**src/rtl/mem_controller.sv**
```systemverilog
`default_nettype none
// ============================================================================
// Module   : mem_controller
// Purpose  : Arbitrates per-consumer memory read/write requests onto a set of
//            external memory channels and relays ready/data back.
// Revision : 1.0 - initial release
// ============================================================================
module mem_controller #(
    parameter int NUM_CONSUMERS = 4,
    parameter int NUM_CHANNELS  = 1,
    parameter int ADDR_BITS     = 8,
    parameter int DATA_BITS     = 8,
    parameter bit WRITE_ENABLE  = 1'b1
) (
    input  logic                                    clk,
    input  logic                                    reset,

    input  logic [NUM_CONSUMERS-1:0]                consumer_read_request,
    input  logic [NUM_CONSUMERS-1:0][ADDR_BITS-1:0] consumer_read_address,
    output logic [NUM_CONSUMERS-1:0]                consumer_read_ready,
    output logic [NUM_CONSUMERS-1:0][DATA_BITS-1:0] consumer_read_data,
    input  logic [NUM_CONSUMERS-1:0]                consumer_write_request,
    input  logic [NUM_CONSUMERS-1:0][ADDR_BITS-1:0] consumer_write_address,
    input  logic [NUM_CONSUMERS-1:0][DATA_BITS-1:0] consumer_write_data,
    output logic [NUM_CONSUMERS-1:0]                consumer_write_ready,

    output logic [NUM_CHANNELS-1:0]                 mem_read_request,
    output logic [NUM_CHANNELS-1:0][ADDR_BITS-1:0]  mem_read_address,
    input  logic [NUM_CHANNELS-1:0]                 mem_read_ready,
    input  logic [NUM_CHANNELS-1:0][DATA_BITS-1:0]  mem_read_data,
    output logic [NUM_CHANNELS-1:0]                 mem_write_request,
    output logic [NUM_CHANNELS-1:0][ADDR_BITS-1:0]  mem_write_address,
    output logic [NUM_CHANNELS-1:0][DATA_BITS-1:0]  mem_write_data,
    input  logic [NUM_CHANNELS-1:0]                 mem_write_ready
);

    localparam int CONS_W = (NUM_CONSUMERS > 1) ? $clog2(NUM_CONSUMERS) : 1;

    typedef enum logic [2:0] {
        S_IDLE           = 3'd0,
        S_READ_WAITING   = 3'd1,
        S_WRITE_WAITING  = 3'd2,
        S_READ_RELAYING  = 3'd3,
        S_WRITE_RELAYING = 3'd4
    } state_t;

    state_t                                  state_q    [NUM_CHANNELS];
    state_t                                  state_d    [NUM_CHANNELS];
    logic [CONS_W-1:0]                       consumer_q [NUM_CHANNELS];
    logic [CONS_W-1:0]                       consumer_d [NUM_CHANNELS];
    logic [NUM_CONSUMERS-1:0]                serving_q, serving_d;
    logic [NUM_CHANNELS-1:0]                 mem_rd_req_q, mem_rd_req_d;
    logic [NUM_CHANNELS-1:0][ADDR_BITS-1:0]  mem_rd_addr_q, mem_rd_addr_d;
    logic [NUM_CHANNELS-1:0]                 mem_wr_req_q, mem_wr_req_d;
    logic [NUM_CHANNELS-1:0][ADDR_BITS-1:0]  mem_wr_addr_q, mem_wr_addr_d;
    logic [NUM_CHANNELS-1:0][DATA_BITS-1:0]  mem_wr_data_q, mem_wr_data_d;
    logic [NUM_CONSUMERS-1:0]                rd_ready_q, rd_ready_d;
    logic [NUM_CONSUMERS-1:0][DATA_BITS-1:0] rd_data_q, rd_data_d;
    logic [NUM_CONSUMERS-1:0]                wr_ready_q, wr_ready_d;

    logic [NUM_CONSUMERS-1:0]                w_write_request;
    logic [NUM_CONSUMERS-1:0]                w_claimed;
    logic                                    w_found;

    assign w_write_request = WRITE_ENABLE ? consumer_write_request : '0;

    always_ff @(posedge clk or negedge reset) begin
        if (!reset) begin
            for (int ch = 0; ch < NUM_CHANNELS; ch++) begin
                state_q[ch]    <= S_IDLE;
                consumer_q[ch] <= '0;
            end
            serving_q     <= '0;
            mem_rd_req_q  <= '0;
            mem_rd_addr_q <= '0;
            mem_wr_req_q  <= '0;
            mem_wr_addr_q <= '0;
            mem_wr_data_q <= '0;
            rd_ready_q    <= '0;
            rd_data_q     <= '0;
            wr_ready_q    <= '0;
        end else begin
            for (int ch = 0; ch < NUM_CHANNELS; ch++) begin
                state_q[ch]    <= state_d[ch];
                consumer_q[ch] <= consumer_d[ch];
            end
            serving_q     <= serving_d;
            mem_rd_req_q  <= mem_rd_req_d;
            mem_rd_addr_q <= mem_rd_addr_d;
            mem_wr_req_q  <= mem_wr_req_d;
            mem_wr_addr_q <= mem_wr_addr_d;
            mem_wr_data_q <= mem_wr_data_d;
            rd_ready_q    <= rd_ready_d;
            rd_data_q     <= rd_data_d;
            wr_ready_q    <= wr_ready_d;
        end
    end

    always_comb begin
        serving_d     = serving_q;
        mem_rd_req_d  = mem_rd_req_q;
        mem_rd_addr_d = mem_rd_addr_q;
        mem_wr_req_d  = mem_wr_req_q;
        mem_wr_addr_d = mem_wr_addr_q;
        mem_wr_data_d = mem_wr_data_q;
        rd_ready_d    = rd_ready_q;
        rd_data_d     = rd_data_q;
        wr_ready_d    = wr_ready_q;
        // Claims are checked against the registered mask plus earlier channels'
        // claims, so a consumer released this cycle cannot be re-claimed yet.
        w_claimed     = serving_q;
        w_found       = 1'b0;
        for (int ch = 0; ch < NUM_CHANNELS; ch++) begin
            state_d[ch]    = state_q[ch];
            consumer_d[ch] = consumer_q[ch];
        end

        for (int ch = 0; ch < NUM_CHANNELS; ch++) begin
            case (state_q[ch])
                S_IDLE: begin
                    w_found = 1'b0;
                    for (int i = 0; i < NUM_CONSUMERS; i++) begin
                        if (!w_found && !w_claimed[i]) begin
                            if (consumer_read_request[i]) begin
                                w_found            = 1'b1;
                                w_claimed[i]       = 1'b1;
                                serving_d[i]       = 1'b1;
                                consumer_d[ch]     = CONS_W'(i);
                                state_d[ch]        = S_READ_WAITING;
                                mem_rd_req_d[ch]   = 1'b1;
                                mem_rd_addr_d[ch]  = consumer_read_address[i];
                            end else if (w_write_request[i]) begin
                                w_found            = 1'b1;
                                w_claimed[i]       = 1'b1;
                                serving_d[i]       = 1'b1;
                                consumer_d[ch]     = CONS_W'(i);
                                state_d[ch]        = S_WRITE_WAITING;
                                mem_wr_req_d[ch]   = 1'b1;
                                mem_wr_addr_d[ch]  = consumer_write_address[i];
                                mem_wr_data_d[ch]  = consumer_write_data[i];
                            end
                        end
                    end
                end
                S_READ_WAITING: begin
                    if (mem_read_ready[ch]) begin
                        mem_rd_req_d[ch]          = 1'b0;
                        rd_ready_d[consumer_q[ch]] = 1'b1;
                        rd_data_d[consumer_q[ch]]  = mem_read_data[ch];
                        state_d[ch]               = S_READ_RELAYING;
                    end
                end
                S_WRITE_WAITING: begin
                    if (mem_write_ready[ch]) begin
                        mem_wr_req_d[ch]          = 1'b0;
                        wr_ready_d[consumer_q[ch]] = 1'b1;
                        state_d[ch]               = S_WRITE_RELAYING;
                    end
                end
                S_READ_RELAYING: begin
                    if (!consumer_read_request[consumer_q[ch]]) begin
                        rd_ready_d[consumer_q[ch]] = 1'b0;
                        serving_d[consumer_q[ch]]  = 1'b0;
                        state_d[ch]               = S_IDLE;
                    end
                end
                S_WRITE_RELAYING: begin
                    if (!w_write_request[consumer_q[ch]]) begin
                        wr_ready_d[consumer_q[ch]] = 1'b0;
                        serving_d[consumer_q[ch]]  = 1'b0;
                        state_d[ch]               = S_IDLE;
                    end
                end
                default: begin
                    state_d[ch] = S_IDLE;
                end
            endcase
        end
    end

    assign consumer_read_ready = rd_ready_q;
    assign consumer_read_data  = rd_data_q;
    assign mem_read_request    = mem_rd_req_q;
    assign mem_read_address    = mem_rd_addr_q;

    generate
        if (WRITE_ENABLE) begin : g_write
            assign consumer_write_ready = wr_ready_q;
            assign mem_write_request    = mem_wr_req_q;
            assign mem_write_address    = mem_wr_addr_q;
            assign mem_write_data       = mem_wr_data_q;
        end else begin : g_no_write
            assign consumer_write_ready = '0;
            assign mem_write_request    = '0;
            assign mem_write_address    = '0;
            assign mem_write_data       = '0;
        end
    endgenerate

endmodule
`default_nettype wire

```
**config.mk**
```make
export PLATFORM = sky130hd
export DESIGN_NAME = mem_controller
export DESIGN_NICKNAME = d
export VERILOG_FILES = /design/src/rtl/mem_controller.sv
export SDC_FILE = /design/constraint.sdc
export NUM_CORES = 1
export LEC_CHECK = 0
export ABC_AREA = 1
export CAP_MARGIN = 10
export CORE_ASPECT_RATIO = 1.4
export CORE_MARGIN = 2
export CORE_UTILIZATION = 47
export DETAILED_ROUTE_END_ITERATION = 6
export PLACE_DENSITY = 0.83
export SYNTH_ARGS = -nofsm -noshare
export SYNTH_HDL_FRONTEND = slang
export SYNTH_SLANG_ARGS = --single-unit
```
**constraint.sdc**
```tcl
create_clock -name clk -period 2.5 [get_ports clk]
set_input_delay 0.5 -clock clk [delete_from_list [all_inputs] [get_ports clk]]
set_output_delay 0.5 -clock clk [all_outputs]
set_load 0.02 [all_outputs]
```
==> flow_summary.json, run 1 <==
{
  "vdd_ir_drop_max_uv": 732,
  "start_util": 0.483,
  "synth-edff-count": 0,
  "comb_power_share": 0.565,
  "drc_errors": 0,
  "viasPerCell": 5.37,
  "cp_max_fo": 17,
  "tns_ns": 0,
  "power_uw": 7740,
  "syn_inst": 602,
  "cts_tree": "built",
  "maxCapViolCount": 0,
  "grt_use_total": 0.277,
  "slew_viol_final": 0,
  "clkTransAtPathRegs_ns": 0.06,
  "drt-total-wl_um": 13900,
  "mostFrequentLayoutCells": "nand2_1 (215), clkdlybuf4s50_1 (180), dfrtp_1 (75)",
  "grt_pass1_wl_um": 22400,
  "die_w_um": 85.2,
  "netlist-cell-type-count": 35,
  "crit_required_ns": 2.73,
  "rows": 41,
  "hold_viol": 0,
  "numCtsBuffers": 9,
  "cts_root_buf": "clkbuf_16",
  "cts_sinks": 75,
  "grt_util_met1": 0.327,
  "multi_input_area_um2": 2150,
  "worstSetupEndpointType": "flop",
  "final_nets": 894,
  "hold_path_class": "primary input to asynchronous set/reset pin",
  "ctsHoldBuffers": 0,
  "p_sw_uw": 3410,
  "hpwl_um": 10000,
  "async_flop_share": 1.00,
  "p_int_uw": 4320,
  "setup_viol": 0,
  "slew_headroom": 0.374,
  "cts_setup_buffers": 0,
  "busiest_layer": "met2",
  "core-area_um2": 8980,
  "ff_latch_area_um2": 1880,
  "dieArea_um2": 10000,
  "power_frac_clock": 0.153,
  "htree_levels": 3,
  "grt-ovfl-total": 0,
  "layout_commonest_cell": "nand2_1",
  "seqPwrFrac": 0.282,
  "min_period_over_period": 0.797,
  "synthesis.nets": 718,
  "arrival_ns": 2.22,
  "diodes": 0,
  "p_sw_frac": 0.441,
  "layoutNonFillerInstCount": 890,
  "rsz0062_at_grt": "false",
  "grt_max_degree": 76,
  "place_ws_ns": 0.180,
  "insertion_delay_ns": 0.34,
  "leakage_uw": 0.00309,
  "grt_pass1_vias": 4696,
  "num_io_pins": 182,
  "crit_type": "primary input to flop",
  "layout-drive-gt1-share": 0.0805,
  "drt-initial-drc-count": 417,
  "synth_flop_cell": "dfrtp_1",
  "avgRoutedWirePerCell_um": 15.6,
  "synth-seq-area-share": 0.433,
  "power_density_nw_per_um2": 1190,
  "ant_nets": 0,
  "syn_area_um2": 4330,
  "antenna_found_initial": 0,
  "tightest_slew_ns": 0.939,
  "setup_slack_ns": 0.507,
  "timing.fmax_mhz": 502,
  "port_buffers": 181,
  "dp.cells": 874,
  "place_congestion": 0.929,
  "cts_max_path_buffers": 2,
  "met3_usage": 0.0624,
  "grt.met2_usage": 0.464,
  "cts_resized": 0,
  "syn_area_per_cell_um2": 7.20,
  "fp.dieH_um": 118,
  "vias": 4782,
  "first_pass_iters": 5,
  "fin_worst_skew_ns": 0.0100,
  "status": "finished clean",
  "synthToLayoutAreaGrowth_pct": 50.1,
  "ys_seq_elements": 75,
  "filler_cell_count": 686,
  "worstSetupStartpointType": "primary input",
  "yosys_warnings": 0,
  "final_core_util": 0.724,
  "fin_crit_ns": 1.99
}
## metrics by stage
stage	hold WS [ns]	cell area [um2]
final	0.297	6500
after global routing	0.389	6500
after CTS	0.346	6500
after detailed placement	0.462	6230
after global placement	0.458	6230
after floorplan	0.204	4330
## cells in the mapped netlist, types with 7 or more instances
| master | count | share of area |
|---|---|---|
| a21oi_1 | 7 | 0.0081 |
| buf_2 | 10 | 0.012 |
| clkbuf_1 | 10 | 0.0087 |
| dfrtp_1 | 75 | 0.43 |
| inv_1 | 37 | 0.032 |
| nand2_1 | 215 | 0.19 |
| nand2_2 | 12 | 0.017 |
| nand3_1 | 48 | 0.055 |
| nand4_1 | 16 | 0.023 |
| nor2_1 | 49 | 0.042 |
| o211ai_1 | 16 | 0.028 |
| o21ai_0 | 45 | 0.052 |
| o21ai_1 | 21 | 0.024 |
| or2_2 | 7 | 0.010 |
## metal layers
| metal | vias up | routed length (um) | part of all wire |
|---|---|---|---|
| met3 | 34 | 1180 | 0.085 |
| met5 | - | 0 | 0 |
| met4 | 0 | 454 | 0.033 |
| met1 | 2193 | 5410 | 0.39 |
| li1 | 2318 | - | - |
| met2 | 237 | 6850 | 0.49 |
## power groups by stage
stage	clock [uW]	sequential, uW	combinational (uW)
final	1190	2180	4370
after global routing	1250	2230	4840
after CTS	1200	2170	4390
after detailed placement	0	2180	4360
after global placement	0	2150	4260
after floorplan	0	2710	2110
## cells by family after synthesis
logic type             synth area share
DFF                               0.433
buffers and inverters            0.0713
and+or+nand+nor                   0.364
AOI/OAI and AO/OA                 0.131
## worst paths after layout
path	start	endpoint	slack [ns]	cells past startpoint
max reg2reg	serving_q[0]$_DFFE_PN0P_	mem_write_address[2]$_DFFE_PN0P_	0.74	10
min	reset	asynchronous set/reset pin	0.30	1
max	consumer_read_request[0]	mem_read_address[2]$_DFFE_PN0P_	0.51	8
min in group clk	flop	flop	0.47	2
min reg2reg	flop	flop	0.47	2
max in group asynchronous	reset	mem_write_data[3]$_DFFE_PN0P_	1.59	1
## critical path, cell delays in order
cell             delay (ns)
clkdlybuf4s50_1        0.48
o21ai_2                0.22
o21ai_4                0.11
a21oi_4                0.16
nand3_2                0.25
or2_2                  0.35
nand3_1                0.08
nand2_1                0.06
## cell type report
class / count / share of cell area
multi-input cells: 459 / 0.330
repair buffers: 192 / 0.295
clock buffers: 10 / 0.0352
flip-flops and latches: 75 / 0.289
inverters: 41 / 0.0240
well taps: 107 / 0.0206
clock inverters: 6 / 0.00654
No activity file was read; power rests on OpenSTA's default activity.
==> run 2: changes to the inputs <==
- CORE_UTILIZATION: 47 -> 39
- PLACE_DENSITY: 0.83 -> 0.73
- clock period: 2.5 -> 1.8 ns (I/O delays scaled with it)
==> flow_summary.json, run 2 (synthesized netlist as in run 1, its figures left out) <==
{
  "status": "finished clean",
  "r2r_start": "serving_q[0]$_DFFE_PN0P_",
  "grt_max_degree": 47,
  "leakage_uw": 0.00330,
  "final_area_um2": 6880,
  "drt-total-wl_um": 14800,
  "tns_ns": 0,
  "rsz0062_at_grt": "true",
  "core-area_um2": 10900,
  "die_w_um": 93.1,
  "rows": 45,
  "max_stage_delay_ns": 0.65,
  "slew_headroom": 0.703,
  "final_nets": 927,
  "avgRoutedWirePerCell_um": 15.5,
  "place_ws_ns": -0.362,
  "worstSetupStartpointType": "flop",
  "worstSetupEndpointType": "output port",
  "clkTransAtPathRegs_ns": 0.06,
  "cts_max_path_buffers": 2,
  "start_util": 0.399,
  "ant_nets": 0,
  "port_buffers": 181,
  "min_path_cells": 2,
  "maxCapViolCount": 0,
  "drc_errors": 0,
  "grt_pass1_wl_um": 23300,
  "crit_required_ns": 1.44,
  "drt-initial-drc-count": 335,
  "cts_root_buf": "clkbuf_16",
  "mostFrequentLayoutCells": "nand2_1 (213), clkdlybuf4s50_1 (177), dfrtp_1 (75)",
  "layoutNonFillerInstCount": 957,
  "insertion_delay_ns": 0.33,
  "rr_worst_depth": 10,
  "r2r-end": "mem_write_address[5]$_DFFE_PN0P_",
  "fp.dieH_um": 129,
  "place_congestion": 0.866,
  "cts_sinks": 75,
  "grt_pass1_vias": 4823,
  "numCtsBuffers": 9,
  "fin_crit_ns": 1.73,
  "dieArea_um2": 12000,
  "crit_family": "buffers and inverters",
  "first_pass_iters": 5,
  "grt_use_total": 0.245,
  "htree_levels": 3,
  "vias": 4882,
  "cp_max_fo": 3,
  "tightest_slew_ns": 0.446,
  "power_density_nw_per_um2": 1620,
  "dp.cells": 938,
  "grt-ovfl-total": 0,
  "hold_path_class": "flop to flop",
  "fin_worst_skew_ns": 0.00703,
  "timing.reg2reg.setup_slack_ns": 0.09,
  "crit_type": "flop to output port",
  "hpwl_um": 10800,
  "diodes": 0,
  "setup_slack_ns": 0.0692,
  "cts_tree": "built",
  "slowest_stage": "clkdlybuf4s50_1",
  "setup_viol": 0,
  "num_io_pins": 182,
  "arrival_ns": 1.37,
  "viasPerCell": 5.10,
  "place_area_um2": 6530,
  "synthToLayoutAreaGrowth_pct": 58.8,
  "vdd_ir_drop_max_uv": 969,
  "min_period_over_period": 0.962,
  "antenna_found_initial": 0,
  "slew_viol_final": 0,
  "layout-drive-gt1-share": 0.123,
  "hold_viol": 0,
  "critPathBufInv": 1,
  "crit_path_cell_trace": "clkdlybuf4s50_1",
  "layout_commonest_cell": "nand2_1",
  "timing.fmax_mhz": 578
}
run 2: worst max path at each step:
stage                                                   to  slack (ns)                             start  cells past startpoint
final                                 mem_write_address[3]        0.07  mem_write_address[3]$_DFFE_PN0P_                      1
after global routing                                  flop       -0.05         consumer_q[1]$_DFFE_PN0P_                     10
after CTS                 mem_write_address[5]$_DFFE_PN0P_        0.03         consumer_write_request[1]                     10
after detailed placement  mem_write_address[5]$_DFFE_PN0P_       -0.36          consumer_read_request[0]                     11
after global placement    mem_write_address[5]$_DFFE_PN0P_       -0.32          consumer_read_request[0]                     11
after floorplan            mem_read_address[6]$_DFFE_PN0P_        0.35          serving_q[0]$_DFFE_PN0P_                      9
run 2: what timing repair did:
item,in CTS,in global routing
setup buffers,0,1
pin swaps,2,0
resized for setup,3,7
setup endpoints to repair,1,36
cloned,1,0
hold buffers,1,0
hold endpoints to repair,29,0
run 2: routing by layer:
| metal | up-vias | GRT usage | wire [um] |
|---|---|---|---|
| li1 | 2386 | - | - |
| met4 | 0 | 0.102 | 408 |
| met3 | 27 | 0.0515 | 1170 |
| met1 | 2275 | 0.294 | 5840 |
| met2 | 194 | 0.425 | 7420 |
| met5 | - | 0 | 0 |
run 2: power breakdown:
group	total (uW)	switching [uW]	internal [uW]	leakage, uW
sequential	3040	568	2470	0.000930
clock	1800	720	1080	0.000143
combinational	6340	3540	2800	0.00223
total	11200	4830	6340	0.00330
run 2: metrics by stage:
stage	total power [uW]	hold slack (ns)	utilization
after detailed placement	9300	0.333	0.600
after CTS	11200	0.481	0.631
final	11200	0.481	0.634
after global routing	12000	0.507	0.634
after floorplan	6700	0.0644	-
after global placement	9130	0.322	0.600
run 2: area by class of cell:
type | count | area [um2]
Sequential cell | 75 | 1880
Clock inverter | 6 | 65.1
Multi-Input combinational cell | 459 | 2160
Clock buffer | 10 | 229
Inverter | 41 | 159
Fill cell | 944 | 3980
Tap cell | 141 | 176
Timing Repair Buffer | 225 | 2220
==> run 3: changes to the inputs <==
- CAP_MARGIN: 10 -> 20
==> results of run 3 <==
No change in the layout: final DEF, timing and power equal those of run 2.
